===== src/rtl/rst_seq_pkg.sv =====
`default_nettype none
// ============================================================================
// rst_seq_pkg : state encoding and counter sizing shared by rst_seq_ctrl
// Revision    : 1.0
// ============================================================================
package rst_seq_pkg;

  typedef enum logic [2:0] {
    ST_SYNC = 3'd0,
    ST_HOLD = 3'd1,
    ST_REL  = 3'd2,
    ST_RUN  = 3'd3,
    ST_SWA  = 3'd4
  } seq_state_e;

  // Bits needed to count 0..max_val-1, never less than one.
  function automatic int unsigned cnt_width(input int unsigned max_val);
    return (max_val > 1) ? $clog2(max_val) : 1;
  endfunction

  function automatic int unsigned max2(input int unsigned a, input int unsigned b);
    return (a > b) ? a : b;
  endfunction

endpackage
`default_nettype wire


===== src/rtl/rst_sync.sv =====
`default_nettype none
// ============================================================================
// rst_sync : async-assert / sync-deassert reset synchronizer
// Revision : 1.0
// ============================================================================
module rst_sync #(
  parameter int unsigned SYNC_STAGES = 3
) (
  input  logic clk_i,
  input  logic arst_n_i,
  output logic rst_n_o
);

  logic [SYNC_STAGES-1:0] sync_q;
  logic [SYNC_STAGES-1:0] sync_d;

  always_comb begin
    sync_d = {sync_q[SYNC_STAGES-2:0], 1'b1};
  end

  always_ff @(posedge clk_i or negedge arst_n_i) begin
    if (!arst_n_i) begin
      sync_q <= '0;
    end else begin
      sync_q <= sync_d;
    end
  end

  assign rst_n_o = sync_q[SYNC_STAGES-1];

endmodule
`default_nettype wire


===== src/rtl/rst_seq_ctrl.sv =====
`default_nettype none
// ============================================================================
// rst_seq_ctrl : staged reset sequencer with software re-sequence; the
//                watchdog is built only when RST_SEQ_WDOG_EN is defined.
// Revision     : 1.0
// ============================================================================
module rst_seq_ctrl
  import rst_seq_pkg::*;
#(
  parameter int unsigned STAGES         = 4,
  parameter int unsigned SYNC_STAGES    = 3,
  parameter int unsigned GAP_CYCLES     = 16,
  parameter int unsigned SW_HOLD_CYCLES = 32,
  parameter int unsigned WDOG_CYCLES    = 50_000_000
) (
  input  logic              sys_clk_i,
  input  logic              sys_arst_n_i,
  input  logic              sw_rst_req_i,
  input  logic              wdog_kick_i,
  output logic [STAGES-1:0] rst_n_o,
  output logic              seq_done_o,
  output logic              busy_o,
  output logic              wdog_trip_o
);

  localparam int unsigned CNT_W = cnt_width(max2(GAP_CYCLES, SW_HOLD_CYCLES));
  localparam int unsigned IDX_W = cnt_width(STAGES);

  localparam logic [CNT_W-1:0] GAP_LAST  = CNT_W'(GAP_CYCLES - 1);
  localparam logic [CNT_W-1:0] HOLD_LAST = CNT_W'(SW_HOLD_CYCLES - 1);
  localparam logic [IDX_W-1:0] IDX_LAST  = IDX_W'(STAGES - 1);

  logic              sync_rst_n;
  seq_state_e        state_q, state_d;
  logic [CNT_W-1:0]  cnt_q, cnt_d;
  logic [IDX_W-1:0]  idx_q, idx_d;
  logic [STAGES-1:0] rst_n_q, rst_n_d;
  logic              seq_done_q, seq_done_d;
  logic              busy_q, busy_d;
  logic              wdog_fire;
  logic              seq_req;

  rst_sync #(
    .SYNC_STAGES (SYNC_STAGES)
  ) u_rst_sync (
    .clk_i    (sys_clk_i),
    .arst_n_i (sys_arst_n_i),
    .rst_n_o  (sync_rst_n)
  );

`ifdef RST_SEQ_WDOG_EN
  localparam int unsigned     WD_W    = cnt_width(WDOG_CYCLES);
  localparam logic [WD_W-1:0] WD_LAST = WD_W'(WDOG_CYCLES - 1);

  logic [WD_W-1:0] wd_cnt_q, wd_cnt_d;
  logic            trip_q, trip_d;

  // A kick landing on the terminal count suppresses the trip.
  assign wdog_fire = (state_q == ST_RUN) && !wdog_kick_i && (wd_cnt_q == WD_LAST);

  always_comb begin
    wd_cnt_d = '0;
    trip_d   = trip_q | wdog_fire;
    if ((state_q == ST_RUN) && (state_d == ST_RUN) && !wdog_kick_i) begin
      wd_cnt_d = (wd_cnt_q == WD_LAST) ? wd_cnt_q : wd_cnt_q + 1'b1;
    end
  end

  always_ff @(posedge sys_clk_i or negedge sys_arst_n_i) begin
    if (!sys_arst_n_i) begin
      wd_cnt_q <= '0;
      trip_q   <= 1'b0;
    end else begin
      wd_cnt_q <= wd_cnt_d;
      trip_q   <= trip_d;
    end
  end

  assign wdog_trip_o = trip_q;
`else
  logic unused_cfg;
  assign unused_cfg  = wdog_kick_i ^ (WDOG_CYCLES == 0);
  assign wdog_fire   = 1'b0;
  assign wdog_trip_o = 1'b0;
`endif

  assign seq_req = sw_rst_req_i || wdog_fire;

  always_comb begin
    state_d = state_q;
    cnt_d   = cnt_q;
    idx_d   = idx_q;
    rst_n_d = rst_n_q;

    case (state_q)
      ST_SYNC: begin
        if (sync_rst_n) begin
          state_d = ST_HOLD;
          cnt_d   = '0;
          idx_d   = '0;
        end
      end
      // HOLD covers the first gap, REL every later one; both release idx_q.
      ST_HOLD, ST_REL: begin
        if (cnt_q == GAP_LAST) begin
          rst_n_d[idx_q] = 1'b1;
          cnt_d          = '0;
          if (idx_q == IDX_LAST) begin
            state_d = ST_RUN;
          end else begin
            state_d = ST_REL;
            idx_d   = idx_q + 1'b1;
          end
        end else begin
          cnt_d = cnt_q + 1'b1;
        end
      end
      ST_RUN: begin
        cnt_d = '0;
      end
      ST_SWA: begin
        if (cnt_q == HOLD_LAST) begin
          state_d = ST_HOLD;
          cnt_d   = '0;
          idx_d   = '0;
        end else begin
          cnt_d = cnt_q + 1'b1;
        end
      end
      default: begin
        state_d = ST_SYNC;
        cnt_d   = '0;
        idx_d   = '0;
        rst_n_d = '0;
      end
    endcase

    if (seq_req && (state_q != ST_SYNC)) begin
      state_d = ST_SWA;
      cnt_d   = '0;
      idx_d   = '0;
      rst_n_d = '0;
    end
  end

  // Done is flagged only after a full cycle in RUN, one edge after the last release.
  always_comb begin
    seq_done_d = (state_q == ST_RUN) && (state_d == ST_RUN);
    busy_d     = !seq_done_d;
  end

  // The FSM uses the raw reset: held in SYNC with zero counters its next state
  // equals its reset state, so deassert timing cannot disturb it.
  always_ff @(posedge sys_clk_i or negedge sys_arst_n_i) begin
    if (!sys_arst_n_i) begin
      state_q    <= ST_SYNC;
      cnt_q      <= '0;
      idx_q      <= '0;
      rst_n_q    <= '0;
      seq_done_q <= 1'b0;
      busy_q     <= 1'b1;
    end else begin
      state_q    <= state_d;
      cnt_q      <= cnt_d;
      idx_q      <= idx_d;
      rst_n_q    <= rst_n_d;
      seq_done_q <= seq_done_d;
      busy_q     <= busy_d;
    end
  end

  assign rst_n_o    = rst_n_q;
  assign seq_done_o = seq_done_q;
  assign busy_o     = busy_q;

endmodule
`default_nettype wire


===== config.mk =====
export PLATFORM = sky130hd
export DESIGN_NAME = rst_seq_ctrl
export DESIGN_NICKNAME = d
export VERILOG_FILES = /design/src/rtl/rst_seq_pkg.sv /design/src/rtl/rst_sync.sv /design/src/rtl/rst_seq_ctrl.sv
export SDC_FILE = /design/constraint.sdc
export NUM_CORES = 1
export LEC_CHECK = 0
export ABC_CLOCK_PERIOD_IN_PS = 5600
export CORE_UTILIZATION = 58
export CTS_CLUSTER_SIZE = 30
export DETAILED_ROUTE_END_ITERATION = 12
export PLACE_DENSITY = 0.93
export SYNTH_ARGS = -nofsm -noshare
export SYNTH_HDL_FRONTEND = slang
export SYNTH_SLANG_ARGS = --single-unit

===== constraint.sdc =====
create_clock -name sys_clk_i -period 5.6 [get_ports sys_clk_i]
set_input_delay 1.12 -clock sys_clk_i [delete_from_list [all_inputs] [get_ports sys_clk_i]]
set_output_delay 1.12 -clock sys_clk_i [all_outputs]
set_load 0.005 [all_outputs]

==> results of run 1 <==
worst register-to-register path: stages (launching register included):
cell and delay (ns):
dfrtp_1 0.41, ha_1 0.20, and3_1 0.23, ha_1 0.29
nand2b_1 0.15, maj3_1 0.37, a21oi_1 0.25, o31ai_1 0.10
registers in the layout, indices dropped and copies added, names as in the netlist:
register	cells
cnt_q	5
rst_n_o	4
state_q	3
u_rst_sync.sync_q	3
idx_q	2
busy_o	1
seq_done_o	1
power groups by stage:
stage / clock (W) / sequential, W / combinational, W
finish: 0.0000710 / 0.000190 / 0.000103
global route: 0.0000804 / 0.000193 / 0.000117
CTS: 0.0000746 / 0.000188 / 0.000103
detailed placement: 0 / 0.000191 / 0.000102
global placement: 0 / 0.000188 / 0.0000979
floorplan: 0 / 0.000173 / 0.0000967
worst paths after layout:
path                                       from              endpoint  slack (ns)
min reg2reg                u_rst_sync.sync_q[1]  u_rst_sync.sync_q[2]        0.37
max in group asynchronous          sys_arst_n_i            rst_n_o[0]        3.80
max reg2reg                            cnt_q[0]              idx_q[0]        3.49
min                        u_rst_sync.sync_q[1]  u_rst_sync.sync_q[2]        0.37
min in group asynchronous          sys_arst_n_i              cnt_q[3]        1.28
max                                      busy_o                busy_o        3.17
cell type report:
cell class	instances	area [um^2]	share of cell area (%)
multi-input combinational	69	499	43.6
clock buffer	3	22.5	1.97
sequential	19	477	41.6
timing repair buffer	8	80.1	6.99
clock inverter	1	7.51	0.655
inverter	8	30.0	2.62
tap	24	30.0	2.62
Yosys cell counts (2+ instances only):
cell and n:
a21o_1 2, a21oi_1 11, a22o_1 2, buf_4 3, conb_1 2, dfrtp_1 18, ha_1 8, inv_1 7
nand2_1 6, nor2_1 7, nor3_1 3, nor4_2 2, nor4b_1 2, o21ai_1 4, o31ai_1 2
cells by family (layout without fill, tap and decap cells):
| family | Yosys count | in the layout |
|---|---|---|
| compound gates | 27 | 27 |
| simple gates | 29 | 29 |
| other cells | 2 | 2 |
| fa+ha+maj | 9 | 9 |
| mux | 1 | 1 |
| flops | 19 | 19 |
| buf+inv | 13 | 20 |
| xor+xnor | 1 | 1 |
metrics by stage:
step,hold WS [ns],util (%),total power [W],worst slack (ns)
2_1_floorplan,0.331,-,0.000270,3.62
3_3_place_gp,0.335,70.0,0.000286,3.11
3_5_place_dp,0.339,70.0,0.000293,3.05
4_1_cts,0.368,71.9,0.000366,3.16
5_1_grt,0.381,71.9,0.000391,3.13
6_report,0.368,71.9,0.000363,3.17
layer usage:
layer	global-route usage (%)	vias to the layer above	wire, um
met5	0	-	0
met1	30.4	366	886
met2	35.6	8	857
met3	4.90	4	28
met4	10.9	0	29
li1	-	362	-
==> run metrics, run 1 <==
CTS resizes=0; Post-Syn Instances=101; layout cell share with drive strength beyond 1=11.1%; Num CTS Buffers=3; reg2reg path depth=7; first-pass GRT wire length=3170 um; most frequent cells in the layout=dfrtp_1 (18), a21oi_1 (11), ha_1 (8), clkdlybuf4s50_1 (8); worst path arrival time=1.31 ns; # setup viols final=0; async set or reset register ratio after synthesis=100%; Int Power=0.000229 W; Post-Syn Area=1040 um^2; synth top area cells=dfrtp_1 (43%), ha_1 (9.7%), a21oi_1 (5.3%), dfstp_2 (2.5%), inv_1 (2.5%); Crit path max-delay family=flip-flops; Fmax=0.412 GHz; RSZ-0062 raised after global routing=false; DRC=0; Slew Limit Headroom=44.5%; number of synthesized flops with an enable pin=0; die area=1960 um^2; complex-gate fraction of the synthesized area=17.5%; Final HPWL DP=1310 um; power per cell area=317 nW/um^2; worst-path cell chain=clkdlybuf4s50_1; dpl cell area=1120 um^2; worst skew pair latency=0.30 ns; I/O pins=11; P_sw=0.000134 W; crit end category=primary output; worst vdd ir=0.000234 V; Synth Area in XOR/XNOR=0.844%; Crit Path Max Fanout=1; largest net degree at the start of global routing=20; I/O Buffers=8; Final Critical Period=2.43 ns; Simple-Gate Fraction of Synth Area=17.5%; Slew @ Worst Pin=0.830 ns; critical path required time=4.48 ns; worst path bufs/invs=1; gp weighted congestion=0.742; multiplexer share of the synthesized area=0.965%; critical path depth=1; post-route cell area=1150 um^2; Synth area leader=dfrtp_1; Seq pwr share=52.2%; global route total overflow=0; commonest non-fill, non-tap cell in the layout=dfrtp_1; core area=1590 um^2; Hold Path Cell Cnt=0; hold buffers post-CTS=0; die width=44.3 um; Filler Cells Inserted=106; Initial DRC Count=17; Layout Nets=121; Synth cell types=37; switching share of power=36.8%; post-route clock period utilization=43.3%; syn nets=113; Synth top area share=43.4%; max_cap viols=0; Post-Synth Adder-Cell Area=10.6%; Post-CTS Setup Inserts=0; setup TNS=0 ns; slowest stage delay, CP=0.53 ns; Post-Layout Cell Count=132; fin. max-slew vios=0; drt wl/cell=13.6 um; combinational power share=28.3%; cell count after placement=128; CTS sink cnt=19; Synth Flop Type=dfrtp_1; Yosys reg bits=19; CTS clk-pin slew, worst paths=0.11 ns; Final Hold Viols=0; number of global-route vias before repair=701; Hold WC Path Type=reg -> reg; Via density=5.61; GRT Overall Usage=22.8%; Rows=14; sequential-to-total area share from yosys stat=46.0%; synth warn=0; crit path kind=reg -> out; CTS root buf=clkbuf_4; Post-DRT Antenna Nets=0; routed vias=740; initial core utilization=65.1%; worst clock skew=0.00636 ns; CTS tree=built; largest family of logic cells by synthesized area=compound AO/OA/AOI/OAI gates; die height=44.3 um; Leakage=0.515 nW; # diodes=0; Area Overhead vs Synth=10.5%; startpoint types=flip-flop; status=finished clean; syn avg cell area=10.3 um^2; initial antenna violation count=0; CTS Buffer Depth=2; drt total wl=1800 um; first drt pass iteration count=4; slowest CP cell=dfstp_2; Clock power frac=19.5%; CTS H-Tree Depth=1
Note: power is estimated with default switching activity, not from simulation.
==> inputs of run 2 (changes only) <==
Settings changed: ABC_CLOCK_PERIOD_IN_PS 5600 to 2000, CORE_UTILIZATION 58 to 49, PLACE_DENSITY 0.93 to 0.85.
Clock period 5.6 ns to 2 ns, I/O delays scaled along.
==> run 2 against run 1 <==
  * Non-clock buffer count rose by 4
  * Power rose to 3.0 times the previous value
  * Clock skew fell by 0.0046 ns
  * Routed wire length grew 5.1%
  * Sequential cell count unchanged
  * Die area up 18%
  * Clock power rose to 2.8 times the previous value
==> run metrics, run 2 (synthesis gave the netlist of run 1 again) <==
Post-CTS Setup Inserts=0; Crit Path Max Fanout=6; Final Hold Viols=0; CTS Buffer Depth=2; CTS sink cnt=19; most frequent cells in the layout=dfrtp_1 (18), a21oi_1 (10), clkdlybuf4s50_1 (8); routed vias=773; commonest non-fill, non-tap cell in the layout=dfrtp_1; power per cell area=884 nW/um^2; Final HPWL DP=1330 um; gp weighted congestion=0.782; CTS root buf=clkbuf_4; Top reg by flops=cnt_q; crit end category=flip-flop; core area=1980 um^2; crit path kind=reg -> reg; Post-DRT Antenna Nets=0; status=finished clean; initial core utilization=52.3%; worst skew pair latency=0.31 ns; Filler Cells Inserted=159; switching share of power=37.3%; Initial DRC Count=4; critical path required time=2.19 ns; first-pass GRT wire length=2860 um; setup TNS=0 ns; die area=2300 um^2; CTS tree=built; Slew Limit Headroom=61.5%; I/O pins=11; Via density=5.56; cell count after placement=135; Final Critical Period=1.90 ns; Rows=16; drt total wl=1890 um; Leakage=0.546 nW; combinational power share=31.7%; CTS H-Tree Depth=1; Area Overhead vs Synth=18.3%; PnR worst setup slack=0.0999 ns; Num CTS Buffers=3; CTS clk-pin slew, worst paths=0.11 ns; Hold WC Path Type=reg -> reg; Fmax=0.526 GHz; Clock power frac=18.7%; Layout Nets=125; drt wl/cell=13.6 um; max_cap viols=0; Power Total=0.00108 W; I/O Buffers=8; DRC=0; layout cell share with drive strength beyond 1=19.6%; startpoint types=flip-flop; GRT Overall Usage=18.4%; Place WS=-0.0105 ns; first drt pass iteration count=4; number of global-route vias before repair=681; die height=48.0 um; die width=48.0 um; Post-Layout Cell Count=139; hold buffers post-CTS=0; P_sw=0.000404 W; worst vdd ir=0.000536 V; Slew @ Worst Pin=0.577 ns; fin. max-slew vios=0; Int Power=0.000680 W; final core utilization=61.9%; Seq pwr share=49.6%; # diodes=0; post-route clock period utilization=95.0%; Largest register FFs=5; global route total overflow=0; worst clock skew=0.00173 ns; initial antenna violation count=0; largest net degree at the start of global routing=17; # setup viols final=0; worst path arrival time=2.09 ns
[run 2: changes by cell type in the layout (fill, tap and decap cells not counted), sizes merged]
cell	delta
buf	+4
clkinv	+1
clkinvlp	-1
[run 2: routing by layer]
metal	GRT usage, %	vias up	share of wire (%)
met5	0	-	0
met4	10.6	0	1.6
met3	2.64	4	1.8
met2	30.3	14	52
met1	22.9	382	44
li1	-	373	-
[run 2: layout make-up]
cell class | instances | area, um^2 | share of cell area, %
clock buffer | 3 | 22.5 | 1.83
clock inverter | 1 | 5.00 | 0.408
inverter | 8 | 30.0 | 2.45
multi-input combinational | 69 | 549 | 44.8
sequential | 19 | 477 | 38.8
tap | 27 | 33.8 | 2.75
timing repair buffer | 12 | 110 | 8.97
[run 2: stage by stage]
stage / cell area [um^2] / hold WS (ns)
2_1_floorplan: 1040 / 0.104
3_3_place_gp: 1150 / 0.335
3_5_place_dp: 1150 / 0.339
4_1_cts: 1180 / 0.364
5_1_grt: 1230 / 0.369
6_report: 1230 / 0.362
[run 2: power groups by stage]
stage | sequential (W) | clock (W) | combinational, W
4_1_cts | 0.000529 | 0.000209 | 0.000315
2_1_floorplan | 0.000485 | 0 | 0.000271
5_1_grt | 0.000555 | 0.000222 | 0.000378
3_5_place_dp | 0.000536 | 0 | 0.000306
3_3_place_gp | 0.000531 | 0 | 0.000295
6_report | 0.000538 | 0.000202 | 0.000344
[run 2: worst paths after layout]
kind	start	endpoint	slack, ns	cells past startpoint
max in group asynchronous	sys_arst_n_i	u_rst_sync.sync_q[1]	1.09	2
max	cnt_q[0]	idx_q[1]	0.1	7
max reg2reg	cnt_q[0]	idx_q[1]	0.1	7
min in group asynchronous	sys_arst_n_i	seq_done_o	0.41	1
min reg2reg	u_rst_sync.sync_q[1]	u_rst_sync.sync_q[2]	0.36	0
min	u_rst_sync.sync_q[1]	u_rst_sync.sync_q[2]	0.36	0
[run 2: worst max-delay path, stage by stage, from the launching register on]
cell and delay, ns:
dfrtp_1 0.41, ha_1 0.19, and3_2 0.24, ha_4 0.18, nand2b_1 0.10, maj3_1 0.38, a21oi_2 0.19, o31ai_1 0.08
[run 2: what timing repair did]
item | 4_1_cts | 5_1_grt
pin swaps | 0 | 1
endpoints found under the setup margin | 2 | 6
gates resized for setup | 2 | 7
==> inputs of run 3 (changes only) <==
Settings changed: ABC_CLOCK_PERIOD_IN_PS 2000 to not set, CTS_CLUSTER_DIAMETER set to 60.
==> results of run 3 <==
The final DEF is identical to that of run 2; final timing and power are the same.
